<file path="config.mk">
export PLATFORM = sky130hd
export DESIGN_NAME = bcd_updown_counter
export DESIGN_NICKNAME = d
export VERILOG_FILES = /design/src/rtl/bcd_updown_counter.sv
export SDC_FILE = /design/constraint.sdc
export NUM_CORES = 1
export LEC_CHECK = 0
export BUFFER_PORTS_ARGS = -buffer_cell sky130_fd_sc_hd__buf_2
export CAP_MARGIN = 25
export CORE_ASPECT_RATIO = 0.7
export CORE_MARGIN = 5
export CORE_UTILIZATION = 45
export CTS_BUF_LIST = sky130_fd_sc_hd__clkbuf_4
export DETAILED_ROUTE_END_ITERATION = 7
export GPL_TIMING_DRIVEN = 0
export PLACE_DENSITY_LB_ADDON = 0.12
export SLEW_MARGIN = 0
export SYNTH_ARGS = -nofsm -noshare
export SYNTH_HDL_FRONTEND = slang
export SYNTH_SLANG_ARGS = --single-unit
</file>
<file path="constraint.sdc">
create_clock -name CLK -period 2.3 [get_ports CLK]
set_input_delay 0.23 -clock CLK [delete_from_list [all_inputs] [get_ports CLK]]
set_output_delay 0.23 -clock CLK [all_outputs]
set_load 0.02 [all_outputs]
</file>
<file path="src/rtl/bcd_updown_counter.sv">
// rtl/bcd_updown_counter.sv - N-digit packed-BCD up/down counter with clear, load and wrap/saturate
//
// Purpose:
//   Counts single-cycle up/down strobes in packed BCD, digit 0 least
//   significant. Operation priority per edge: clear > load > (up XOR down);
//   up and down together do nothing. At the limits the counter either wraps
//   (WRAP=1) or holds (WRAP=0). In both modes carry/borrow pulse for the
//   cycle in which a step past the limit was attempted.
//
// Parameters:
//   N_DIGITS    number of BCD digits (1..8)
//   WRAP        1: wrap max<->0, 0: saturate at max / 0
//
// Ports:
//   CLK         in   system clock, rising edge
//   RST         in   asynchronous active-high reset
//   up          in   increment strobe
//   down        in   decrement strobe
//   clear       in   synchronous clear strobe
//   load        in   synchronous parallel-load strobe
//   load_value  in   packed BCD value to load, invalid nibbles clamp to 9
//   digits      out  registered packed BCD count
//   carry       out  registered pulse, increment attempted at max
//   borrow      out  registered pulse, decrement attempted at zero
//   at_max      out  combinational, all digits are 9
//   at_zero     out  combinational, all digits are 0

module bcd_updown_counter #(
  parameter int N_DIGITS = 3,
  parameter int WRAP     = 1
) (
  input  logic                    CLK,
  input  logic                    RST,
  input  logic                    up,
  input  logic                    down,
  input  logic                    clear,
  input  logic                    load,
  input  logic [4*N_DIGITS-1:0]   load_value,
  output logic [4*N_DIGITS-1:0]   digits,
  output logic                    carry,
  output logic                    borrow,
  output logic                    at_max,
  output logic                    at_zero
);

  localparam int W = 4 * N_DIGITS;

  logic [W-1:0]        digits_q, digits_d;
  logic                carry_q, carry_d;
  logic                borrow_q, borrow_d;

  // Per-digit limit flags and their running AND from digit 0 upward.
  // low_nine[k] means every digit below k is 9, so digit k steps on an
  // increment; low_zero[k] is the decrement counterpart.
  logic [N_DIGITS-1:0] nine_v, zero_v;
  logic [N_DIGITS:0]   low_nine, low_zero;

  logic [W-1:0]        inc_val, dec_val, clamp_val;

  assign low_nine[0] = 1'b1;
  assign low_zero[0] = 1'b1;

  for (genvar k = 0; k < N_DIGITS; k++) begin : g_digit
    logic [3:0] nib;
    logic [3:0] ld_nib;

    assign nib    = digits_q[4*k +: 4];
    assign ld_nib = load_value[4*k +: 4];

    assign nine_v[k] = (nib == 4'd9);
    assign zero_v[k] = (nib == 4'd0);

    assign low_nine[k+1] = low_nine[k] & nine_v[k];
    assign low_zero[k+1] = low_zero[k] & zero_v[k];

    // A digit that rolls past 9 becomes 0; one that borrows from 0 becomes 9.
    // When every digit rolls, the result is naturally the wrapped value.
    always_comb begin
      inc_val[4*k +: 4] = nib;
      if (low_nine[k]) begin
        inc_val[4*k +: 4] = nine_v[k] ? 4'd0 : nib + 4'd1;
      end
    end

    always_comb begin
      dec_val[4*k +: 4] = nib;
      if (low_zero[k]) begin
        dec_val[4*k +: 4] = zero_v[k] ? 4'd9 : nib - 4'd1;
      end
    end

    // Out-of-range load nibbles are forced to 9 so digits stay valid BCD.
    assign clamp_val[4*k +: 4] = (ld_nib > 4'd9) ? 4'd9 : ld_nib;
  end

  assign at_max  = low_nine[N_DIGITS];
  assign at_zero = low_zero[N_DIGITS];

  always_comb begin
    digits_d = digits_q;
    carry_d  = 1'b0;
    borrow_d = 1'b0;
    if (clear) begin
      digits_d = '0;
    end else if (load) begin
      digits_d = clamp_val;
    end else if (up && !down) begin
      if (at_max) begin
        carry_d = 1'b1;
        if (WRAP != 0) begin
          digits_d = inc_val;
        end
      end else begin
        digits_d = inc_val;
      end
    end else if (down && !up) begin
      if (at_zero) begin
        borrow_d = 1'b1;
        if (WRAP != 0) begin
          digits_d = dec_val;
        end
      end else begin
        digits_d = dec_val;
      end
    end
  end

  always_ff @(posedge CLK or posedge RST) begin
    if (RST) begin
      digits_q <= '0;
      carry_q  <= 1'b0;
      borrow_q <= 1'b0;
    end else begin
      digits_q <= digits_d;
      carry_q  <= carry_d;
      borrow_q <= borrow_d;
    end
  end

  assign digits = digits_q;
  assign carry  = carry_q;
  assign borrow = borrow_q;

endmodule

</file>
# [After elaboration in Yosys (flattened, before gate mapping)]
# Cells that the tools add are included.
# W data, S select, Z words.
[word_totals] reg_bits=14 out_inout_bits=16 word_cells=61 in_bits=18
[op_classes] n_reduce_logical=12 n_eq_ne=5 muxes=26 n_addsub=6 order_cmp=3 n_bitwise=4
[op_table] cell="$mux W4" count=13
[op_table] cell="$mux W12" count=4
[op_table] cell="$add A4 B1 Y4 const B" count=3
[op_table] cell="$eq A4 B4 Y1 const B" count=3
[op_table] cell="$gt A4 B4 Y1 const B" count=3
[op_table] cell="$logic_not A4 Y1" count=3
[op_table] cell="$reduce_bool A4 Y1" count=3
[op_table] cell="$sub A4 B1 Y4 const B" count=3
[op_table] cell="$mux W1" count=9
[op_table] cell="$ne A4 B4 Y1 const B" count=2
[op_table] cell="$reduce_and A3 Y1" count=2
[op_table] cell="$and A1 B1 Y1" count=4
[op_table] cell="$logic_and A1 B1 Y1" count=2
[op_table] cell="$logic_not A1 Y1" count=2

# [Logic depth before layout (Yosys ltp)]
# Gate-level depths: netlist of run 1.
[depth] ltp_word=8 mapped_depth=9 ltp_nobuf=7

# [Least setup slack after synthesis of run 1]
# No wires, ideal clock.
[synth_path] path_type="register to register" from="register digits_q[0], in the netlist digits[0]" to="register digits_q[11], in the netlist digits[11]" path_stages_with_launch=8 arrival_ns=1.779 path_buffers=0 t_required_ns=2.175 setup_time_ns=0.125 synth_period_minus_slack_ns=1.904 slack_ns=0.396 cell_sequence="dfrtp_1 inv_1 ha_1 nor3b_2 nand3_1 a21o_1 and2_4 mux2_4"
[synth_between] elab_chain_len=4
[synth_lines] element="start, declared" line_no="48" rtl="logic [W-1:0] digits_q, digits_d;"
[synth_lines] element="start signal, assigned" line_no="134" rtl="digits_q <= digits_d;"
[synth_lines] element="$eq A4 B4 Y1 / $logic_not A4 Y1 (equally long branches)" line_no="70, 71"
[synth_lines] element="$and A1 B1 Y1, on equally long branches" line_no="73, 74"
[synth_lines] element="$ne A4 B4 Y1 (no source line) / $reduce_bool A4 Y1 (equally long branches)"
[synth_lines] element="$reduce_and A3 Y1 (no source line) (*)"
# Mark *: on every way between the ends. The rest lies on a longest branch, timed or not.
# A chain may end at the register's enable or synchronous reset.

# [Final worst setup path of run 1]
[layout_path] from="register digits_q[4], in the netlist digits[4]" to="register digits_q[9], in the netlist digits[9]"
# Same word-level chain as after synthesis.

==> results.toml, run 1 <==
[outcome]
status = "finished with violations"
violations = "negative hold slack"

[finish]
drive_gt1_share_pct = 24.8
multiInputGateArea_sq_um = 965
fillCellCount = 314
fin_util_pct = 54.1
area_delta_synth_final_pct = 17.0
fin_nets = 250
seqCellArea_sq_um = 350
fin_area_sq_um = 1680
num_antenna_cells = 0

[logic_synthesis]
synth_area_leaders = "dfrtp_1, ha_1, a21oi_1"
synth_area_sq_um = 1440
synth_cells = 182
yosysTopAreaCellShare_pct = 24.4
yosys_most_used_dff = "dfrtp_1"
yosysTopAreaCell = "dfrtp_1"
netlist-cell-type-count = 49
synth_fp_nets = 212
synth-seq-area-share_pct = 24.4
yosys_warnings = 0
postSynthAreaPerCell_sq_um = 7.90
ys_ff_latch = 14
synth-edff-count = 0
synthArstFlopShare_pct = 100

[global_routing]
grt_max_degree = 15
grt_pass1_wl_mm = 6.56
grt_usage_pct = 17.9
grt_overflow = 0
grt_pass1_vias = 1395
antenna_found_initial = 0

[die]
rows = 17
die_x_um = 77.6
die_h_um = 57.3
core_sq_um = 3110
boundaryPins = 34
dieArea_sq_um = 4440
initial_core_util_pct = 46.3

[sta]
slew_headroom_pct = 62.7
fin_crit_ns = 2.12
maxSlewViolCount = 0
fin_skew_ns = 0.000872
tns_ns = 0
fin_hold_ws_ns = -0.0113
rsz0062_at_grt = "false"
tightestPinTransition_ns = 0.558
finalSetupViolCount = 0
final_hold_viol_count = 14
achievable-frequency_mhz = 472
finalCritPeriodShare_pct = 92.1

[clock_tree]
cts.sinks = 14
numCtsBuffers = 3
clk_latency_ns = 0.28
cts_tree = "done"
cts.reportedPaths.clkPinSlew_ns = 0.08
cts_max_path_buffers = 2
cts-root-buf = "clkbuf_4"
htreeDepth = 1

[worst_setup_path]
reg2reg_from = "digits[4]"
start_kind = "flip-flop"
rrSetupSlack_ns = 0.18
crit_path_start = "digits[4]"
critPathMaxFanout = 9
endpoint_kind = "flip-flop"
r2r-end = "digits[9]"
path_class = "flip-flop to flip-flop"
crit_end = "digits[9]"
cp.required_ns = 2.46
r2r_cells = 7
cp.arrival_ns = 2.28

[drt]
dr_total_vias = 1490
drt-initial-drc-count = 108
drtAntennaViolNets = 0
via_per_inst = 5.82
wirelength_mm = 3.92
avgRoutedWirePerCell_um = 15.3
drc = 0
drtPass1Iterations = 5

[placement]
place_area_sq_um = 1650
portBuffers = 33
dp_hpwl_mm = 3.00
gp_congestion = 0.870

[worst_hold_path]
holdCritPathClass = "input port to async pin"

[power_and_ir_drop]
leakage_nw = 0.828
p_per_area_nw_per_um2 = 475
ir_worst_vdd_mv = 0.321

[run]
maxCapViolations = 0
cells in the mapped netlist, types with 4 or more instances:
| master | count |
|---|---|
| nand2_1 | 12 |
| a21oi_1 | 19 |
| nand2b_1 | 5 |
| ha_1 | 12 |
| a31oi_1 | 5 |
| dfrtp_1 | 14 |
| o21ai_0 | 10 |
| o31ai_1 | 5 |
| clkbuf_1 | 4 |
| nand3_1 | 11 |
| nor2_1 | 14 |
| inv_1 | 19 |
critical path: stages (launching register included):
cell and delay [ns]:
dfrtp_1 0.49, inv_1 0.12, ha_1 0.26, nor3b_4 0.27, nand3_1 0.10, a21o_1 0.23, and2_4 0.19, o41ai_2 0.36
sequential cells by signal, indices dropped and copies added, names as in the netlist:
signal / count
carry: 1
borrow: 1
digits: 12
cell usage in the layout, fill, tap and decap left out, types with 2 or more instances in the layout:
master / n
o21ai_0: 10
nand2b_1: 5
a31oi_1: 5
o32ai_1: 3
buf_6: 2
buf_2: 36
o21bai_1: 2
nor2_1: 14
inv_1: 19
a311oi_1: 2
a21o_1: 2
nand2_1: 12
o31ai_1: 5
nand3_1: 11
and3b_1: 2
a21oi_1: 19
clkbuf_1: 4
nor3b_4: 2
dfrtp_1: 14
ha_1: 11
a221oi_1: 2
nor2b_1: 2
mux2i_1: 3
clkbuf_4: 3
a211oi_1: 3
worst min-delay path by stage:
stage	end	startpoint	cells after the start	slack, ns
5_1_grt	digits[3]	RST	2	0.03
2_1_floorplan	borrow	RST	1	0.12
6_report	digits[0]	RST	2	-0.01
3_5_place_dp	digits[3]	RST	2	0.31
4_1_cts	digits[3]	RST	2	0.002
3_3_place_gp	digits[2]	RST	2	0.31
where the power goes:
group          internal, mW  switching, mW  total (mW)
Sequential            0.266         0.0327       0.298
Clock                0.0607         0.0801       0.141
Combinational         0.152          0.208       0.360
Total                 0.478          0.321       0.799
logic make-up (layout without fill, tap and decap cells):
logic type,count (synthesis),after routing,share of synthesized area [%]
simple gates,57,57,21.8
compound gates,63,63,29.7
fa+ha+maj,12,12,10.4
mux,5,5,3.92
xor+xnor,1,1,0.609
flops,14,14,24.4
buf+inv,30,66,9.14
what timing repair did:
item / 4_1_cts / 5_1_grt
setup endpoints to repair: 0 / 1
setup buffers: 0 / 0
hold buffers: 0 / 0
gates resized for setup: 0 / 2
cell type report:
cell class | instances | share of cell area (%)
buffer | 10 | 3.35
tap | 38 | 2.83
timing repair buffer | 33 | 9.82
inverter | 20 | 4.46
multi-input combinational | 138 | 57.4
sequential | 14 | 20.8
clock buffer | 3 | 1.34
through the flow:
stage / setup WS [ns] / power [mW] / cells
3_3_place_gp: 0.263 / 0.646 / 253
4_1_cts: 0.158 / 0.795 / 256
3_5_place_dp: 0.233 / 0.653 / 253
5_1_grt: 0.0339 / 0.866 / 256
2_1_floorplan: 0.396 / 0.554 / 182
6_report: 0.182 / 0.799 / 256
per-layer routing:
| layer | part of all wire [%] | wire length (um) | GRT usage, % |
|---|---|---|---|
| met1 | 45 | 1750 | 25.9 |
| met2 | 48 | 1860 | 26.9 |
| met3 | 7.4 | 291 | 4.73 |
| met4 | 0.41 | 16 | 3.68 |
| met5 | 0 | 0 | 0 |
No activity file was read; power rests on OpenSTA's default activity.
==> run 2: changes to the inputs <==
- CELL_PAD_IN_SITES_DETAIL_PLACEMENT: unset -> 2
- CELL_PAD_IN_SITES_GLOBAL_PLACEMENT: unset -> 2
- CORE_UTILIZATION: 45 -> 32
==> run 2 against run 1 <==
The flow still finishes with violations (negative hold slack). Power is 4.7% higher. Die area rose by 34%. Design area increased by 0.97%. Via count rose by 2.5%. Sequential power about the same. Critical endpoint is now digits[11]. Largest cell class unchanged. Highest routed layer is now met3.
==> results.toml, run 2 (synthesis gave the netlist of run 1 again) <==
[outcome]
violations = "negative hold slack"
status = "finished with violations"

[clock_tree]
post_cts_buffers = 0
cts_resized = 0
cts.reportedPaths.clkPinSlew_ns = 0.10
numCtsBuffers = 3
htreeDepth = 1
cts-root-buf = "clkbuf_4"
cts_max_path_buffers = 2
cts.hold.buffers_added = 0
cts_tree = "done"
clk_latency_ns = 0.29
cts.sinks = 14

[finish]
fillCellCount = 525
largest_register_ffs = 12
seqCellArea_sq_um = 350
area_delta_synth_final_pct = 18.1
num_antenna_cells = 0
mostFrequentLayoutCell = "buf_2"
final_cell_mix = "buf_2, inv_1, a21oi_1, nor2_1, dfrtp_1"
fin_nets = 250
instances_no_fill = 274
multiInputGateArea_sq_um = 956
drive_gt1_share_pct = 24.2
fin_util_pct = 39.0
fin_area_sq_um = 1700

[global_routing]
grt_pass1_wl_mm = 8.88
grt_usage_pct = 18.4
grt_pass1_vias = 1712
grt_overflow = 0
grt_max_degree = 15
antenna_found_initial = 0

[die]
boundaryPins = 34
rows = 20
dieArea_sq_um = 5950
die_x_um = 90.1
initial_core_util_pct = 33.0
core_sq_um = 4350
die_h_um = 66.1

[worst_setup_path]
cp.required_ns = 2.49
cpPeakStageDelay_ns = 0.50
start_kind = "flip-flop"
r2r_cells = 7
endpoint_kind = "flip-flop"
reg2reg_from = "digits[4]"
path_class = "flip-flop to flip-flop"
crit_chain = "inv_1 -> ha_1 -> nor3b_4 -> nand3_1 -> a21o_1 -> and2_4 -> mux2_4"
r2r-end = "digits[11]"
cp_slowest_cell = "dfrtp_1"
rrSetupSlack_ns = 0.15
cp.arrival_ns = 2.34
critPathMaxFanout = 9

[drt]
drt-initial-drc-count = 43
wirelength_mm = 5.22
avgRoutedWirePerCell_um = 19.0
drtAntennaViolNets = 0
via_per_inst = 5.57
drc = 0
drtPass1Iterations = 4
dr_total_vias = 1527

[sta]
slew_headroom_pct = 59.1
fin_skew_ns = 0.00257
tns_ns = 0
achievable-frequency_mhz = 466
final_hold_viol_count = 14
finalCritPeriodShare_pct = 93.4
fin_hold_ws_ns = -0.0113
fin_crit_ns = 2.15
maxSlewViolCount = 0
rsz0062_at_grt = "false"
finalSetupViolCount = 0
tightestPinTransition_ns = 0.612

[power_and_ir_drop]
ir_worst_vdd_mv = 0.199
p_total_mw = 0.837
leakage_nw = 0.830
p_per_area_nw_per_um2 = 493

[worst_hold_path]
holdCritPathClass = "input port to async pin"

[placement]
portBuffers = 33
gp_congestion = 0.885
place_area_sq_um = 1670
dp.cells = 270
dp_hpwl_mm = 4.12

[run]
maxCapViolations = 0
run 2: worst max path at each step:
stage	start	endpoint	depth (start not counted)
after floorplan	digits[0]	digits[11]	7
after global placement	digits[0]	digits[11]	7
after detailed placement	digits[4]	digits[11]	7
after CTS	digits[4]	digits[11]	7
after global routing	digits[4]	digits[11]	7
final	digits[4]	digits[11]	7
run 2: per-stage QoR:
step | hold slack, ns | setup slack (ns)
3_5_place_dp | 0.336 | 0.178
2_1_floorplan | 0.119 | 0.396
4_1_cts | 0.0120 | 0.149
6_report | -0.0113 | 0.152
5_1_grt | 0.0365 | 0.00789
3_3_place_gp | 0.320 | 0.244
run 2: area by class of cell:
type	count	share of cell area [%]
multi-input combinational	138	56.3
sequential	14	20.6
timing repair buffer	33	9.73
inverter	20	4.42
tap	55	4.05
buffer	10	3.32
clock buffer	3	1.33
clock inverter	1	0.221
run 2: per-layer routing:
metal	part of all wire [%]	GRT usage [%]	up-vias
met1	50	25.5	761
met5	0	0	-
met3	4.2	3.98	0
met4	0	1.12	0
met2	45	31.0	35
li1	-	-	731
run 2: critical path: cells and delay by family, from the launching register on:
family          cells  cell delay (ns)
simple gates        3             0.62
flops               1             0.50
mux                 1             0.29
fa+ha+maj           1             0.25
compound gates      1             0.25
buf+inv             1             0.12
run 2: where the power goes:
part / switching (mW) / internal [mW]
sequential: 0.0334 / 0.266
combinational: 0.225 / 0.150
clock: 0.0997 / 0.0632
total: 0.358 / 0.478
==> run 3: changes to the inputs <==
- CORE_UTILIZATION: 32 -> 28
- clock period: 2.3 -> 1.87 ns (I/O delays scaled with it)
==> run 3 against run 2 <==
The run ends with negative setup slack left. Sequential power increased by 22%. Power increased by 36%. Die area increased by 12%. Critical endpoint unchanged.
==> results.toml, run 3 (synthesis gave the netlist of run 1 again) <==
[outcome]
status = "finished with violations"
violations = "negative setup slack"

[die]
die_x_um = 95.6
core_sq_um = 4890
die_h_um = 70.0
initial_core_util_pct = 29.4
boundaryPins = 34
dieArea_sq_um = 6690
rows = 21

[sta]
finalCritPeriodShare_pct = 101
maxSlewViolCount = 0
rsz0062_at_grt = "true"
tightestPinTransition_ns = 0.641
fin_crit_ns = 1.88
achievable-frequency_mhz = 532
fin_skew_ns = 0.00475
finalWorstSetupSlack_ns = -0.0110
slew_headroom_pct = 57.3
final_hold_viol_count = 0
fin_hold_ws_ns = 0.124
finalSetupViolCount = 1

[clock_tree]
htreeDepth = 1
cts_tree = "done"
cts.sinks = 14
numCtsBuffers = 3
cts-root-buf = "clkbuf_4"
cts.reportedPaths.clkPinSlew_ns = 0.10
cts_max_path_buffers = 2
clk_latency_ns = 0.29

[worst_setup_path]
cp.arrival_ns = 2.07
reg2reg_from = "digits[0]"
path_delay_family = "simple AND/OR/NAND/NOR gates"
cpPeakStageDelay_ns = 0.45
endpoint_kind = "flip-flop"
critical_path_buf_inv_count = 1
path_class = "flip-flop to flip-flop"
cp.required_ns = 2.06
r2r_cells = 7
crit_path_start = "digits[0]"
cp_slowest_cell = "dfrtp_2"
crit_chain = "buf_4 -> ha_4 -> and3b_2 -> nand3_1 -> a21o_1 -> and2_4 -> mux2_4"
critPathMaxFanout = 5
r2r-end = "digits[11]"
cp.depth = 7
start_kind = "flip-flop"
crit_end = "digits[11]"
rrSetupSlack_ns = -0.01

[finish]
final_cell_mix = "buf_2, a21oi_1, buf_4, nor2_1, inv_1"
largest_register_ffs = 12
fin_util_pct = 39.5
mostFrequentLayoutCell = "buf_2"
fin_nets = 264
fillCellCount = 584
area_delta_synth_final_pct = 34.1
drive_gt1_share_pct = 39.5
instances_no_fill = 302
fin_area_sq_um = 1930
num_antenna_cells = 0

[power_and_ir_drop]
ir_worst_vdd_mv = 0.166
leakage_nw = 0.902
p_total_mw = 1.13
p_per_area_nw_per_um2 = 588

[drt]
wirelength_mm = 5.72
avgRoutedWirePerCell_um = 19.0
drtAntennaViolNets = 0
drc = 0
drt-initial-drc-count = 48
via_per_inst = 5.32
drtPass1Iterations = 4
dr_total_vias = 1607

[placement]
gp_congestion = 0.811
place_area_sq_um = 1690
dp.cells = 284
portBuffers = 33
dp_hpwl_mm = 4.20

[global_routing]
grt_overflow = 0
antenna_found_initial = 0
grt_max_degree = 15
grt_usage_pct = 17.3
grt_pass1_vias = 1737
grt_pass1_wl_mm = 9.22

[worst_hold_path]
holdCritPathClass = "input port to flip-flop"

[run]
maxCapViolations = 0
run 3: cell types whose count changed in the layout (fill, tap and decap cells not counted), moves of 4 or more:
| cell | before | now |
|---|---|---|
| buf_4 | 0 | 15 |
| dfrtp_1 | 14 | 8 |
| dfrtp_2 | 0 | 6 |
| ha_1 | 12 | 6 |
| inv_1 | 19 | 13 |
| inv_2 | 0 | 5 |
| ha_4 | 0 | 4 |
run 3: metal layers:
layer / vias to the layer above / part of all wire (%) / track usage [%]
met2: 42 / 44 / 26.3
li1: 758 / - / -
met4: 0 / 0.44 / 2.05
met5: - / 0 / 0
met1: 803 / 50 / 25.2
met3: 4 / 5.2 / 3.97
run 3: what timing repair did:
| action | CTS | global route |
|---|---|---|
| endpoints found under the setup margin | 9 | 8 |
| gates resized for setup | 14 | 16 |
| hold buffers | 1 | 0 |
| endpoints found under the hold margin | 14 | 0 |
| gates cloned | 0 | 0 |
| buffers inserted | 11 | 3 |
| pin swaps | 1 | 5 |
run 3: stage by stage:
step | worst slack, ns | setup TNS, ns
4_1_cts | -0.0275 | -0.0275
6_report | -0.0110 | -0.0110
2_1_floorplan | 0.0126 | 0
5_1_grt | -0.0752 | -0.188
3_3_place_gp | -0.161 | -0.401
3_5_place_dp | -0.201 | -0.680
run 3: worst min-delay path by stage:
| stage | slack, ns | depth (start not counted) | startpoint | to |
|---|---|---|---|---|
| 6_report | 0.12 | 2 | load_value[3] | digits[1] |
| 5_1_grt | 0.12 | 2 | load_value[7] | digits[5] |
| 4_1_cts | 0.11 | 2 | load_value[3] | digits[1] |
| 3_5_place_dp | 0.30 | 2 | RST | digits[3] |
| 3_3_place_gp | 0.28 | 2 | RST | carry |
| 2_1_floorplan | 0.08 | 1 | RST | borrow |
run 3: area by class of cell:
class,count,area (sq um),area share (%)
multi-input combinational,138,1040,54.2
sequential,14,358,18.6
timing repair buffer,48,283,14.7
tap,69,86.3,4.48
inverter,20,77.6,4.02
buffer,9,52.6,2.73
clock buffer,3,22.5,1.17
clock inverter,1,3.75,0.195
run 3: power by group:
part / internal, mW / switching, mW / total [mW] / leakage (nW)
Combinational: 0.249 / 0.326 / 0.575 / 0.711
Sequential: 0.329 / 0.0364 / 0.366 / 0.176
Clock: 0.0776 / 0.116 / 0.194 / 0.0154
Total: 0.656 / 0.478 / 1.13 / 0.902
